<file path="src/rtl/parking_pkg.sv">
// Shared types and default timing for the parking lane controller.
// Holds the lane state encoding, badge class values and timing defaults.
package parking_pkg;

  typedef enum logic [2:0] {
    IDLE  = 3'd0,
    CHECK = 3'd1,
    OPEN  = 3'd2,
    CLOSE = 3'd3,
    CLEAR = 3'd4
  } lane_state_t;

  localparam logic CLASS_UNI   = 1'b1;
  localparam logic CLASS_OTHER = 1'b0;

  localparam int DEBOUNCE_DEF     = 4;
  localparam int OPEN_TIMEOUT_DEF = 1000;
  localparam int CLOSE_CYCLES_DEF = 50;

  function automatic int max_int(input int a, input int b);
    return (a > b) ? a : b;
  endfunction

endpackage

</file>
<file path="src/rtl/parking_gate_ctrl_if.sv">
// Event and vacancy link between the lane controller and the parking manager.
// Strobes are active-low and idle high; qualifiers are valid only while a strobe is low.
interface parking_gate_ctrl_if;

  logic car_entered;
  logic car_exited;
  logic is_uni_car_entered;
  logic is_uni_car_exited;
  logic uni_is_vacated_space;
  logic is_vacated_space;

  modport master (
    output car_entered,
    output car_exited,
    output is_uni_car_entered,
    output is_uni_car_exited,
    input  uni_is_vacated_space,
    input  is_vacated_space
  );

  modport slave (
    input  car_entered,
    input  car_exited,
    input  is_uni_car_entered,
    input  is_uni_car_exited,
    output uni_is_vacated_space,
    output is_vacated_space
  );

endinterface

</file>
<file path="src/rtl/parking_debounce.sv">
// Single-sensor debouncer: the level follows the raw input only after
// DEBOUNCE consecutive samples that disagree with the current level.
module parking_debounce #(
  parameter int DEBOUNCE = 4
) (
  input  logic clk,
  input  logic reset,
  input  logic raw,
  output logic level
);

  localparam int CW = $clog2(DEBOUNCE + 1);

  logic [CW-1:0] cnt;

  always_ff @(posedge clk or posedge reset) begin
    if (reset) begin
      cnt   <= '0;
      level <= 1'b0;
    end else if (raw == level) begin
      cnt <= '0;
    end else if (cnt == CW'(DEBOUNCE - 1)) begin
      level <= raw;
      cnt   <= '0;
    end else begin
      cnt <= cnt + 1'b1;
    end
  end

endmodule

</file>
<file path="src/rtl/parking_lane_fsm.sv">
// One lane's barrier sequencer (IDLE/CHECK/OPEN/CLOSE/CLEAR); IS_ENTRY enables
// the vacancy check and the denied pulse. event_fire marks a completed pass-through.
module parking_lane_fsm
  import parking_pkg::*;
#(
  parameter bit IS_ENTRY     = 1'b1,
  parameter int OPEN_TIMEOUT = OPEN_TIMEOUT_DEF,
  parameter int CLOSE_CYCLES = CLOSE_CYCLES_DEF
) (
  input  logic clk,
  input  logic reset,
  input  logic loop_lvl,
  input  logic beam_lvl,
  input  logic badge_valid,
  input  logic badge_uni,
  input  logic vac_uni,
  input  logic vac_other,
  output logic barrier_open,
  output logic denied,
  output logic timeout,
  output logic event_fire,
  output logic event_uni
);

  localparam int TW = $clog2(max_int(OPEN_TIMEOUT, CLOSE_CYCLES) + 1);

  lane_state_t   state, state_nx;
  logic [TW-1:0] timer;
  logic          cls_q;
  logic          beam_q;
  logic          beam_rise;
  logic          vac_sel;
  logic          open_expire;
  logic          close_done;
  logic          barrier_d;
  logic          denied_d;
  logic          timeout_d;

  assign beam_rise   = beam_lvl & ~beam_q;
  assign vac_sel     = (cls_q == CLASS_UNI) ? vac_uni : vac_other;
  assign open_expire = (timer == TW'(OPEN_TIMEOUT - 1));
  assign close_done  = (timer == TW'(CLOSE_CYCLES - 1));
  assign event_uni   = cls_q;

  always_ff @(posedge clk or posedge reset) begin
    if (reset) begin
      state  <= IDLE;
      timer  <= '0;
      cls_q  <= CLASS_OTHER;
      beam_q <= 1'b0;
    end else begin
      state  <= state_nx;
      beam_q <= beam_lvl;
      // Timer restarts on every state change and only runs while OPEN or CLOSE.
      if ((state_nx == state) && ((state == OPEN) || (state == CLOSE)))
        timer <= timer + 1'b1;
      else
        timer <= '0;
      if ((state == IDLE) && (state_nx == CHECK))
        cls_q <= badge_uni;
    end
  end

  always_comb begin
    state_nx = state;
    unique case (state)
      IDLE:    if (loop_lvl && badge_valid) state_nx = CHECK;
      CHECK:   state_nx = (!IS_ENTRY || vac_sel) ? OPEN : CLEAR;
      OPEN:    if (beam_rise || open_expire) state_nx = CLOSE;
      CLOSE:   if (close_done) state_nx = CLEAR;
      CLEAR:   if (!loop_lvl) state_nx = IDLE;
      default: state_nx = IDLE;
    endcase
  end

  // A beam edge in the expiry cycle counts as a pass, so no timeout then.
  always_comb begin
    barrier_d  = (state_nx == OPEN);
    denied_d   = IS_ENTRY && (state == CHECK) && !vac_sel;
    timeout_d  = (state == OPEN) && !beam_rise && open_expire;
    event_fire = (state == OPEN) && beam_rise;
  end

  always_ff @(posedge clk or posedge reset) begin
    if (reset) begin
      barrier_open <= 1'b0;
      denied       <= 1'b0;
      timeout      <= 1'b0;
    end else begin
      barrier_open <= barrier_d;
      denied       <= denied_d;
      timeout      <= timeout_d;
    end
  end

endmodule

</file>
<file path="src/rtl/parking_gate_ctrl.sv">
// Entry/exit lane controller: debounces sensors, runs both lane sequencers and
// serialises pass-through events onto the manager's active-low strobes.
module parking_gate_ctrl
  import parking_pkg::*;
#(
  parameter int DEBOUNCE     = DEBOUNCE_DEF,
  parameter int OPEN_TIMEOUT = OPEN_TIMEOUT_DEF,
  parameter int CLOSE_CYCLES = CLOSE_CYCLES_DEF
) (
  input  logic clk,
  input  logic reset,
  input  logic entry_loop,
  input  logic exit_loop,
  input  logic entry_beam,
  input  logic exit_beam,
  input  logic entry_badge_valid,
  input  logic exit_badge_valid,
  input  logic entry_badge_uni,
  input  logic exit_badge_uni,
  output logic entry_barrier_open,
  output logic exit_barrier_open,
  output logic entry_denied,
  output logic entry_timeout,
  output logic exit_timeout,
  parking_gate_ctrl_if.master ev
);

  logic entry_loop_lvl, exit_loop_lvl, entry_beam_lvl, exit_beam_lvl;
  logic entry_fire, exit_fire, entry_uni, exit_uni;
  logic exit_denied_unused;
  logic pend_entry, pend_exit, cls_entry, cls_exit;

  parking_debounce #(.DEBOUNCE(DEBOUNCE)) u_db_entry_loop (
    .clk(clk), .reset(reset), .raw(entry_loop), .level(entry_loop_lvl));
  parking_debounce #(.DEBOUNCE(DEBOUNCE)) u_db_exit_loop (
    .clk(clk), .reset(reset), .raw(exit_loop), .level(exit_loop_lvl));
  parking_debounce #(.DEBOUNCE(DEBOUNCE)) u_db_entry_beam (
    .clk(clk), .reset(reset), .raw(entry_beam), .level(entry_beam_lvl));
  parking_debounce #(.DEBOUNCE(DEBOUNCE)) u_db_exit_beam (
    .clk(clk), .reset(reset), .raw(exit_beam), .level(exit_beam_lvl));

  parking_lane_fsm #(
    .IS_ENTRY(1'b1), .OPEN_TIMEOUT(OPEN_TIMEOUT), .CLOSE_CYCLES(CLOSE_CYCLES)
  ) u_entry (
    .clk(clk), .reset(reset),
    .loop_lvl(entry_loop_lvl), .beam_lvl(entry_beam_lvl),
    .badge_valid(entry_badge_valid), .badge_uni(entry_badge_uni),
    .vac_uni(ev.uni_is_vacated_space), .vac_other(ev.is_vacated_space),
    .barrier_open(entry_barrier_open), .denied(entry_denied), .timeout(entry_timeout),
    .event_fire(entry_fire), .event_uni(entry_uni)
  );

  parking_lane_fsm #(
    .IS_ENTRY(1'b0), .OPEN_TIMEOUT(OPEN_TIMEOUT), .CLOSE_CYCLES(CLOSE_CYCLES)
  ) u_exit (
    .clk(clk), .reset(reset),
    .loop_lvl(exit_loop_lvl), .beam_lvl(exit_beam_lvl),
    .badge_valid(exit_badge_valid), .badge_uni(exit_badge_uni),
    .vac_uni(ev.uni_is_vacated_space), .vac_other(ev.is_vacated_space),
    .barrier_open(exit_barrier_open), .denied(exit_denied_unused), .timeout(exit_timeout),
    .event_fire(exit_fire), .event_uni(exit_uni)
  );

  // Exit drains first since it frees a space; a lane cannot re-fire before its
  // flag drains because it must pass through CLOSE and CLEAR first.
  always_ff @(posedge clk or posedge reset) begin
    if (reset) begin
      pend_entry            <= 1'b0;
      pend_exit             <= 1'b0;
      cls_entry             <= CLASS_OTHER;
      cls_exit              <= CLASS_OTHER;
      ev.car_entered        <= 1'b1;
      ev.car_exited         <= 1'b1;
      ev.is_uni_car_entered <= 1'b0;
      ev.is_uni_car_exited  <= 1'b0;
    end else begin
      ev.car_entered        <= 1'b1;
      ev.car_exited         <= 1'b1;
      ev.is_uni_car_entered <= 1'b0;
      ev.is_uni_car_exited  <= 1'b0;
      if (pend_exit) begin
        ev.car_exited        <= 1'b0;
        ev.is_uni_car_exited <= cls_exit;
        pend_exit            <= 1'b0;
      end else if (pend_entry) begin
        ev.car_entered        <= 1'b0;
        ev.is_uni_car_entered <= cls_entry;
        pend_entry            <= 1'b0;
      end
      if (exit_fire) begin
        pend_exit <= 1'b1;
        cls_exit  <= exit_uni;
      end
      if (entry_fire) begin
        pend_entry <= 1'b1;
        cls_entry  <= entry_uni;
      end
    end
  end

endmodule

</file>
<file path="src/flat_wrapper.sv">
// flat-port wrapper written by rule: the top's interface ports become plain ports
module parking_gate_ctrl_flat import parking_pkg::*;
#(
  parameter int DEBOUNCE     = DEBOUNCE_DEF,
  parameter int OPEN_TIMEOUT = OPEN_TIMEOUT_DEF,
  parameter int CLOSE_CYCLES = CLOSE_CYCLES_DEF
)
  (clk, reset, entry_loop, exit_loop, entry_beam, exit_beam, entry_badge_valid, exit_badge_valid, entry_badge_uni, exit_badge_uni, entry_barrier_open, exit_barrier_open, entry_denied, entry_timeout, exit_timeout, ev_car_entered, ev_car_exited, ev_is_uni_car_entered, ev_is_uni_car_exited, ev_uni_is_vacated_space, ev_is_vacated_space);
  parking_gate_ctrl_if ev_i ();
  input  logic clk;
  input  logic reset;
  input  logic entry_loop;
  input  logic exit_loop;
  input  logic entry_beam;
  input  logic exit_beam;
  input  logic entry_badge_valid;
  input  logic exit_badge_valid;
  input  logic entry_badge_uni;
  input  logic exit_badge_uni;
  output logic entry_barrier_open;
  output logic exit_barrier_open;
  output logic entry_denied;
  output logic entry_timeout;
  output logic exit_timeout;
  output wire logic [$bits(ev_i.car_entered)-1:0] ev_car_entered;
  output wire logic [$bits(ev_i.car_exited)-1:0] ev_car_exited;
  output wire logic [$bits(ev_i.is_uni_car_entered)-1:0] ev_is_uni_car_entered;
  output wire logic [$bits(ev_i.is_uni_car_exited)-1:0] ev_is_uni_car_exited;
  input wire logic [$bits(ev_i.uni_is_vacated_space)-1:0] ev_uni_is_vacated_space;
  input wire logic [$bits(ev_i.is_vacated_space)-1:0] ev_is_vacated_space;
  assign ev_car_entered = ev_i.car_entered;
  assign ev_car_exited = ev_i.car_exited;
  assign ev_is_uni_car_entered = ev_i.is_uni_car_entered;
  assign ev_is_uni_car_exited = ev_i.is_uni_car_exited;
  assign ev_i.uni_is_vacated_space = ev_uni_is_vacated_space;
  assign ev_i.is_vacated_space = ev_is_vacated_space;
  parking_gate_ctrl #(.DEBOUNCE(DEBOUNCE), .OPEN_TIMEOUT(OPEN_TIMEOUT), .CLOSE_CYCLES(CLOSE_CYCLES)) u_core (.clk(clk), .reset(reset), .entry_loop(entry_loop), .exit_loop(exit_loop), .entry_beam(entry_beam), .exit_beam(exit_beam), .entry_badge_valid(entry_badge_valid), .exit_badge_valid(exit_badge_valid), .entry_badge_uni(entry_badge_uni), .exit_badge_uni(exit_badge_uni), .entry_barrier_open(entry_barrier_open), .exit_barrier_open(exit_barrier_open), .entry_denied(entry_denied), .entry_timeout(entry_timeout), .exit_timeout(exit_timeout), .ev(ev_i));
endmodule
</file>
<file path="config.mk">
export PLATFORM = sky130hd
export DESIGN_NAME = parking_gate_ctrl_flat
export DESIGN_NICKNAME = d
export VERILOG_FILES = /design/src/rtl/parking_pkg.sv /design/src/rtl/parking_gate_ctrl_if.sv /design/src/rtl/parking_debounce.sv /design/src/rtl/parking_lane_fsm.sv /design/src/rtl/parking_gate_ctrl.sv /design/src/flat_wrapper.sv
export SDC_FILE = /design/constraint.sdc
export NUM_CORES = 1
export LEC_CHECK = 0
export CAP_MARGIN = 40
export CORE_ASPECT_RATIO = 0.6
export CORE_MARGIN = 2
export CORE_UTILIZATION = 40
export DETAILED_ROUTE_END_ITERATION = 8
export PLACE_DENSITY = 0.59
export SLEW_MARGIN = 20
export SYNTH_ARGS = -nofsm -noshare
export SYNTH_HDL_FRONTEND = slang
export SYNTH_SLANG_ARGS = --single-unit
</file>
<file path="constraint.sdc">
create_clock -name clk -period 3.9 [get_ports clk]
set_clock_uncertainty 0.1 [all_clocks]
set_input_delay 0.585 -clock clk [delete_from_list [all_inputs] [get_ports clk]]
set_output_delay 0.585 -clock clk [all_outputs]
set_load 0.05 [all_outputs]
</file>
* Word level (Yosys, flattened, before mapping)
Cells that the tools add are included.
** Storage, ports and cells
- Bits in registers :: 59
- Input bits :: 12
- Output and inout port bits :: 9
- Logic and storage cells :: 127
** Operators by class
- Add/sub/neg operators :: 6
- Equality and inequality tests :: 27
- Mux-type cells :: 31
- Bitwise operators :: 8
- Reduce and logical (&&, ||, !) cells :: 26
** Operator list (count)
- $mux 3 :: 17
- $eq 3x2->1 const B :: 10
- $pmux 3 s5 :: 2
- $add 10x1->10 const B :: 2
- $eq 10x10->1 const B :: 2
- $eq 10x6->1 const B :: 2
- $mux 10 :: 2
- $logic_and 1x1->1 :: 13
- $add 3x1->3 const B :: 4
- $eq 3x1->1 const B :: 4
- $mux 1 :: 10
- $reduce_and 2->1 :: 4
- $eq 3x3->1 :: 2
- $eq 3x3->1 const B :: 2
- $logic_not 3->1 :: 2
- $not 1->1 :: 6
- $eq 1x1->1 :: 4
- $logic_or 1x1->1 :: 4
- $logic_not 1->1 :: 3
- $and 1x1->1 :: 2
- $ne 2x1->1 const B :: 1

* Depth between registers and ports, before layout
Gate-level depths: netlist (run 1).
- Word-level depth :: 8
- Gate-level depth with buffers :: 6
- Depth with buffers taken out :: 6

* By module
From an unflattened synthesis (run 1), not the netlist that was laid out.
** Second synthesis, totals
- Cells, all modules :: 222
- Area total of the unflattened synthesis :: 2677.6 sq um
** By module, submodules not included
- parking_lane_fsm (u_core.u_entry) :: instances 1, cells an instance 81, area each 899.6 sq um, sequential area each 450.4 sq um
- parking_lane_fsm (u_core.u_exit) :: instances 1, cells an instance 77, area each 827.0 sq um, sequential area each 425.4 sq um
- parking_debounce :: instances 4, cells an instance 12, area each 170.2 sq um, sequential area each 100.1 sq um
- parking_gate_ctrl :: instances 1, cells an instance 16, area each 270.3 sq um, sequential area each 202.7 sq um

* Worst setup path before layout (run 1)
OpenSTA, ideal clock, no wires.
- Kind :: register to register
- Start :: register u_core.u_entry.timer[0]
- End :: register u_core.u_entry.timer[2]
- Setup time :: 0.132 ns
- Arrival :: 1.541 ns
- Data required time :: 3.668 ns
- Slack :: 2.127 ns
- Stages on the path, launching flop included :: 6
- Path buffers :: 0
- Period minus slack after synthesis :: 1.773 ns
- Cell sequence :: dfrtp_1 ha_1 nand2_1 or4_4 a32oi_4 nor2_1
** Between the ends
- Longest elaborated chain between the ends :: 7
- Elaborated cells on any way between the ends :: 10
- Classes of those cells :: add/sub (1); eq/ne (3); mux (4); reduce/logical (2)
** RTL lines
- from (decl) :: line parking_lane_fsm.sv:28 : logic [TW-1:0] timer;
- from (signal assigned) :: line parking_lane_fsm.sv:56 : timer <= timer + 1'b1;
- $eq 10x10->1 :: line parking_lane_fsm.sv:41 : assign open_expire = (timer == TW'(OPEN_TIMEOUT - 1));
- $logic_or 1x1->1 :: line parking_lane_fsm.sv:69 : OPEN: if (beam_rise || open_expire) state_nx = CLOSE;
- $mux 3 :: line parking_lane_fsm.sv:69
- $pmux 3 s5 :: line parking_lane_fsm.sv:66 : unique case (state)
- $eq 3x3->1 :: line parking_lane_fsm.sv:55 : if ((state_nx == state) && ((state == OPEN) || (state == CLOSE)))
- $logic_and 1x1->1 :: line parking_lane_fsm.sv:55
- $mux 10 (*) :: line parking_lane_fsm.sv:55
Mark *: on every way between the ends. The rest lies on a longest branch, timed or not.
A chain may end at the register's enable or synchronous reset.

* Worst setup path after layout (run 1)
- Start :: register u_core.ev.car_exited
- End :: output port ev_car_exited
** RTL lines
- from (decl) :: line parking_gate_ctrl_if.sv:14 : output car_exited,
- from (signal assigned) :: line parking_gate_ctrl.sv:73 : ev.car_exited <= 1'b1;
- from (signal assigned) :: line parking_gate_ctrl.sv:78 : ev.car_exited <= 1'b1;
- from (signal assigned) :: line parking_gate_ctrl.sv:82 : ev.car_exited <= 1'b0;
- to (decl) :: line flat_wrapper.sv:26 : output wire logic [$bits(ev_i.car_exited)-1:0] ev_car_exited;
No word-level cell between the ends.

==> qor.csv, run 1 <==
metric;value;unit
top_reg_cell synth;dfrtp_1;
Filler Cell Count;574;
final cell count without fillers;335;
Sink Count;59;
IR drop worst, VDD;209.6;uV
first-pass GRT wire length;7403;um
Placer Congestion;0.7796;
critical path fanouts, max;1;
status;complete, no violations;
M1 wire length;2337;um
max_cap viols;0;
vias per std cell;4.779;
Detail Placement HPWL;3000;um
post-synthesis compound-gate area fraction;3.709;%
Nets;267;
clk_lat worst skew;320;ps
vias in the first global route;1569;
largest area contributor in the netlist;dfrtp_1;
final slew viol count;0;
Worst Max-Slew Pin Slew;542.9;ps
Critical Path AT;1620;ps
Crit Reg-Reg Startpoint;u_core.u_entry.timer[0]$_DFF_PP0_;
sequential-to-total area share from yosys stat;57.69;%
P&R area growth vs syn;20.84;%
PD cells;662.2;nW/um^2
worst hold-check path type;reg -> reg;
CP top delay family;buffers and inverters;
Final Setup Violations;0;
reg-to-reg slack, setup;1960;ps
synthesized cell area;2564;sq um
DR WL met3;210;um
crit share post-route;59.17;%
initial antenna violation count;0;
Post-CTS Setup Inserts;0;
Synth top area share;55.64;%
RR Endpoint;u_core.u_entry.timer[8]$_DFF_PP0_;
Iter 0 DRT Violations;103;
boundary pin count;21;
share of layout cells above drive strength 1;13.55;%
Max Clock Freq;433.4;MHz
RSZ-0062 raised after global routing;no;
die height;66.01;um
IO Port Bufs;20;
pin count of the biggest net entering global routing;42;
CTS Buf Count;9;
vias;1601;
critical-path cell list;clkdlybuf4s50_1;
distinct cell type count of the synthesized netlist;38;
worst r2r path cells;5;
Final Hold Viols;0;
Longest Clk Path Bufs;2;
Simple-Gate Fraction of Synth Area;22.69;%
Tmin final;2307;ps
Hold Path Cell Cnt;1;
startpoint types;flip-flop;
highest routed layer;met4;
area share of xor/xnor cells in the synthesized design;7.174;%
Total Wirelength;4205;um
die area;7087;sq um
Synth Area in Adders;3.904;%
cts hold-fix bufs;0;
Root Driver;clkbuf_8;
hold endpoint;u_core.ev.car_entered$_DFF_PP1_;
Critical Path RT;3210;ps
max incr delay on CP;790;ps
number of enable flip-flop cells after synthesis;0;
routed wirelength normalized by instance count;12.55;um
Routed Antenna Nets;0;
first-pass iteration count of the detailed router;4;
Cells after Synth;216;
post_cts resized;0;
largest family of logic cells by synthesized area;simple AND/OR/NAND/NOR gates;
Hold Slack;323.9;ps
DR WL met2;1610;um
row count;22;
top cells by area, synth;dfrtp_1 56%, mux2_2 4.0%, ha_1 3.9%, nor2_1 3.8%, xor2_1 3.8%;
Slew HR;63.81;%
Post-Syn Area per Cell;11.87;sq um
Synth async-reset ratio;100.0;%
Clock transition at path regs;70;ps
grt total ovfl;0;
Leak;1.387;nW
Placed Area;2873;sq um
multi-input logic area;1062;sq um
placed cell count;320;
fin area;3098;sq um
Worst setup EP type;primary output;
post-synthesis net count;236;
chip width;107.4;um
CP bufs+invs;1;
multiplexer share of the synthesized area;3.953;%
Tot GR Track Use;13.79;%
WS Path Type;reg -> out;
Worst path slowest cell;clkdlybuf4s50_1;
CTS tree;yes;
H-Tree Depth;3;
Starting Density;41.58;%
sequential cell area;1479;sq um
worst hold start;u_core.pend_entry$_DFFE_PP0P_;
Ys Warns;0;
TNS Setup;0;ps
Remaining DRCs;0;
#FFs+latches synth;59;
Core Region;6166;sq um
antenna cells;0;
[per-stage QoR]
step | util (%) | power [mW] | setup WS, ps
floorplan | - | 1.307 | 1762
global placement | 46.59 | 1.446 | 1936
detailed placement | 46.59 | 1.456 | 1931
CTS | 50.24 | 2.080 | 1569
global route | 50.24 | 2.205 | 1546
finish | 50.24 | 2.052 | 1593
[worst max-delay path by stage]
stage / startpoint / to / slack [ps] / cells past startpoint
global placement: u_core.ev.car_entered$_DFF_PP1_ / ev_car_entered / 1940 / 1
floorplan: reset / u_core.cls_entry$_DFFE_PP0P_ / 1760 / 1
global route: u_core.ev.car_exited$_DFF_PP1_ / ev_car_exited / 1550 / 1
CTS: u_core.ev.car_exited$_DFF_PP1_ / ev_car_exited / 1570 / 1
detailed placement: u_core.ev.car_exited$_DFF_PP1_ / ev_car_exited / 1930 / 1
finish: u_core.ev.car_exited$_DFF_PP1_ / ev_car_exited / 1590 / 1
[Yosys cell counts, drive strengths merged (7+ instances only)]
| cell | n |
|---|---|
| nor3 | 8 |
| nor2 | 26 |
| ha | 8 |
| dfrtp | 57 |
| mux2 | 9 |
| xor2 | 11 |
| nand2 | 13 |
| xnor2 | 10 |
| nand4 | 7 |
| nor3b | 11 |
| nand3 | 7 |
[layer usage]
metal / track usage (%) / vias to the layer above
met5: 0 / -
met2: 18.75 / 27
met4: 5.288 / 0
li1: - / 811
met1: 19.51 / 758
met3: 5.616 / 5
[registers in the layout (all words and copies together), names as in the netlist, 3 cells and up]
signal / flops
u_core.u_entry.timer: 10
u_core.u_exit.timer: 10
u_core.u_db_entry_beam.cnt: 3
u_core.u_db_entry_loop.cnt: 3
u_core.u_db_exit_beam.cnt: 3
u_core.u_db_exit_loop.cnt: 3
u_core.u_entry.state: 3
u_core.u_exit.state: 3
[placed cells by master, fill, tap and decap left out, types with 5 or more instances in the layout]
cell | netlist | routed
nor2_1 | 26 | 26
nand4_1 | 6 | 6
nor2b_1 | 5 | 5
xor2_1 | 11 | 11
ha_1 | 8 | 8
dfrtp_1 | 57 | 57
nor3b_1 | 11 | 11
mux2_2 | 9 | 9
clkbuf_8 | 0 | 11
nor3_1 | 8 | 8
nand2_1 | 13 | 13
nand3_1 | 7 | 7
clkdlybuf4s50_1 | 0 | 20
xnor2_1 | 10 | 10
[report_power, final]
part           leakage, nW  internal [mW]  switching, mW
Combinational        0.508          0.249          0.296
Clock                0.115          0.391          0.221
Sequential           0.763          0.766          0.128
[kinds of logic (layout without fill, tap and decap cells)]
group | Yosys count | count (layout)
compound gates | 10 | 10
xor+xnor | 21 | 21
fa+ha+maj | 8 | 8
buf+inv | 6 | 41
flops | 59 | 59
mux | 9 | 9
simple gates | 103 | 103
[final cells by class]
type | count | area share, %
inverters | 5 | 0.6058
clock inverters | 4 | 2.383
flip-flops and latches | 59 | 47.74
clock buffers | 11 | 4.887
multi-input cells | 151 | 34.29
well taps | 84 | 3.393
repair buffers | 21 | 6.704
Power figures use the tool's default switching activity.
==> inputs of run 2 (changes only) <==
==> constraint.sdc (replaced) <==
create_clock -name clk -period 2.2 [get_ports clk]
set_clock_uncertainty 0.1 [all_clocks]
set_input_delay 0.33 -clock clk [delete_from_list [all_inputs] [get_ports clk]]
set_output_delay 0.33 -clock clk [all_outputs]
set_load 0.05 [all_outputs]
==> run 2 against run 1 <==
  * Hold slack worse by 77 ps
  * Sequential share of layout area is 0.13 points lower
  * Clock power is 61% higher
  * First-iteration DRC count stayed put
  * Global-route usage is 0.35 points higher
  * Critical path type unchanged
  * Highest routed layer unchanged
  * Setup slack worse by 1500 ps
  * Total power is 73% higher
  * Register-to-register slack worse by 1700 ps
==> qor.csv, run 2 (same netlist as run 1, synthesis figures left out) <==
metric;value;unit
status;complete, no violations;
final slew viol count;0;
Sink Count;59;
Hold Slack;247.2;ps
max incr delay on CP;790;ps
Critical Path RT;1770;ps
CP bufs+invs;1;
crit share post-route;93.58;%
first-pass iteration count of the detailed router;4;
Leak;1.384;nW
placed cell count;321;
reg-to-reg slack, setup;250;ps
Longest Clk Path Bufs;2;
Worst path slowest cell;clkdlybuf4s50_1;
most common cell after layout, fill and taps aside;dfrtp_1;
Routed Antenna Nets;0;
IO Port Bufs;20;
Tot GR Track Use;14.14;%
dpl ws;238.5;ps
die height;66.01;um
Starting Density;41.58;%
sequential cell area;1479;sq um
Final Setup Violations;0;
IR drop worst, VDD;434.6;uV
multi-input logic area;1062;sq um
final worst slack;141.2;ps
row count;22;
Max Clock Freq;485.7;MHz
Detail Placement HPWL;3106;um
vias per std cell;4.914;
CTS tree;yes;
die area;7087;sq um
met3 usage in global routing;5.911;%
Pwr Total;3.552;mW
antenna cells;0;
chip width;107.4;um
fin area;3107;sq um
Iter 0 DRT Violations;103;
busiest layer in global routing;met1;
Remaining DRCs;0;
worst r2r path cells;5;
grt total ovfl;0;
Critical Path AT;1630;ps
first-pass GRT wire length;7479;um
critical path fanouts, max;1;
max_cap viols;0;
Placer Congestion;0.8484;
Post-CTS Setup Inserts;0;
initial antenna violation count;0;
PD cells;1143;nW/um^2
vias;1656;
Switching Share;33.64;%
Root Driver;clkbuf_8;
H-Tree Depth;3;
Nets;268;
worst hold-check path type;in -> async;
combinational share of power;27.4;%
clk_lat worst skew;330;ps
boundary pin count;21;
TNS Setup;0;ps
Finished Core Util;50.39;%
Switch Pwr;1.195;mW
WS Path Type;reg -> out;
Final Hold Viols;0;
Placed Area;2905;sq um
pin count of the biggest net entering global routing;23;
top flop regs;u_core.u_entry.timer x10, u_core.u_exit.timer x10;
Slew HR;65.69;%
P&R area growth vs syn;21.18;%
Worst setup EP type;primary output;
final cell count without fillers;337;
Seq pwr share;44.8;%
critical-path cell list;clkdlybuf4s50_1;
startpoint types;flip-flop;
post_cts resized;0;
Pint;2.357;mW
Total Wirelength;4338;um
Clock transition at path regs;70;ps
CP top delay family;buffers and inverters;
met2 Use GR;18.12;%
CTS Buf Count;9;
Filler Cell Count;556;
Core Region;6166;sq um
Worst Max-Slew Pin Slew;514.7;ps
RR Endpoint;u_core.u_entry.timer[3]$_DFF_PP0_;
cts hold-fix bufs;0;
RSZ-0062 raised after global routing;no;
Clk network pwr share;27.8;%
Tmin final;2059;ps
Crit Reg-Reg Startpoint;u_core.u_entry.timer[0]$_DFF_PP0_;
vias in the first global route;1543;
most frequent cells in the layout;57 x dfrtp_1, 26 x nor2_1, 20 x clkdlybuf4s50_1, 13 x nand2_1;
GR met1 Demand/Resource;20.78;%
routed wirelength normalized by instance count;12.87;um
share of layout cells above drive strength 1;14.23;%
run 2: cell count changes in the layout (fill, tap and decap cells not counted), sizes merged:
cell / delta
clkinvlp: +2
buf: +1
bufinv: -1
clkbuf: -1
inv: +1
run 2: cell type report:
cell class                 count  share of cell area [%]
clock inverter                 6                   2.054
inverter                       5                  0.6041
multi-input combinational    151                   34.19
clock buffer                  10                   4.430
tap                           84                   3.383
timing repair buffer          22                   7.733
sequential                    59                   47.60
run 2: layer usage:
| layer | wire (um) | share of wire, % | vias up |
|---|---|---|---|
| li1 | - | - | 819 |
| met1 | 2317 | 53 | 787 |
| met2 | 1685 | 39 | 46 |
| met3 | 292 | 6.7 | 4 |
| met4 | 44 | 1.0 | 0 |
| met5 | 0 | 0 | - |
run 2: worst max path at each step:
stage	from	endpoint	slack, ps	depth (start not counted)
after CTS	u_core.ev.car_exited$_DFF_PP1_	ev_car_exited	110	1
after global placement	u_core.u_entry.timer[0]$_DFF_PP0_	u_core.u_entry.timer[4]$_DFF_PP0_	290	5
after floorplan	reset	u_core.cls_entry$_DFFE_PP0P_	320	1
after detailed placement	u_core.u_entry.timer[0]$_DFF_PP0_	u_core.u_entry.timer[3]$_DFF_PP0_	240	5
after global routing	u_core.ev.car_exited$_DFF_PP1_	ev_car_exited	100	1
final	u_core.ev.car_exited$_DFF_PP1_	ev_car_exited	140	1
run 2: power groups by stage:
stage,Combinational [mW],Sequential (mW),Clock (mW)
2_1_floorplan,0.682,1.63,0
3_3_place_gp,0.973,1.60,0
3_5_place_dp,0.988,1.61,0
4_1_cts,0.992,1.59,1.02
5_1_grt,1.10,1.64,1.07
6_report,0.973,1.59,0.986
==> inputs of run 3 (changes only) <==
--- a/config.mk
+++ b/config.mk
@@ -11,6 +11,7 @@
 export CORE_UTILIZATION = 40
 export DETAILED_ROUTE_END_ITERATION = 8
 export PLACE_DENSITY = 0.59
+export SKIP_CTS_REPAIR_TIMING = 1
 export SLEW_MARGIN = 20
 export SYNTH_ARGS = -nofsm -noshare
 export SYNTH_HDL_FRONTEND = slang
==> results of run 3 <==
Final layout, timing and power as in run 2 (identical DEF).
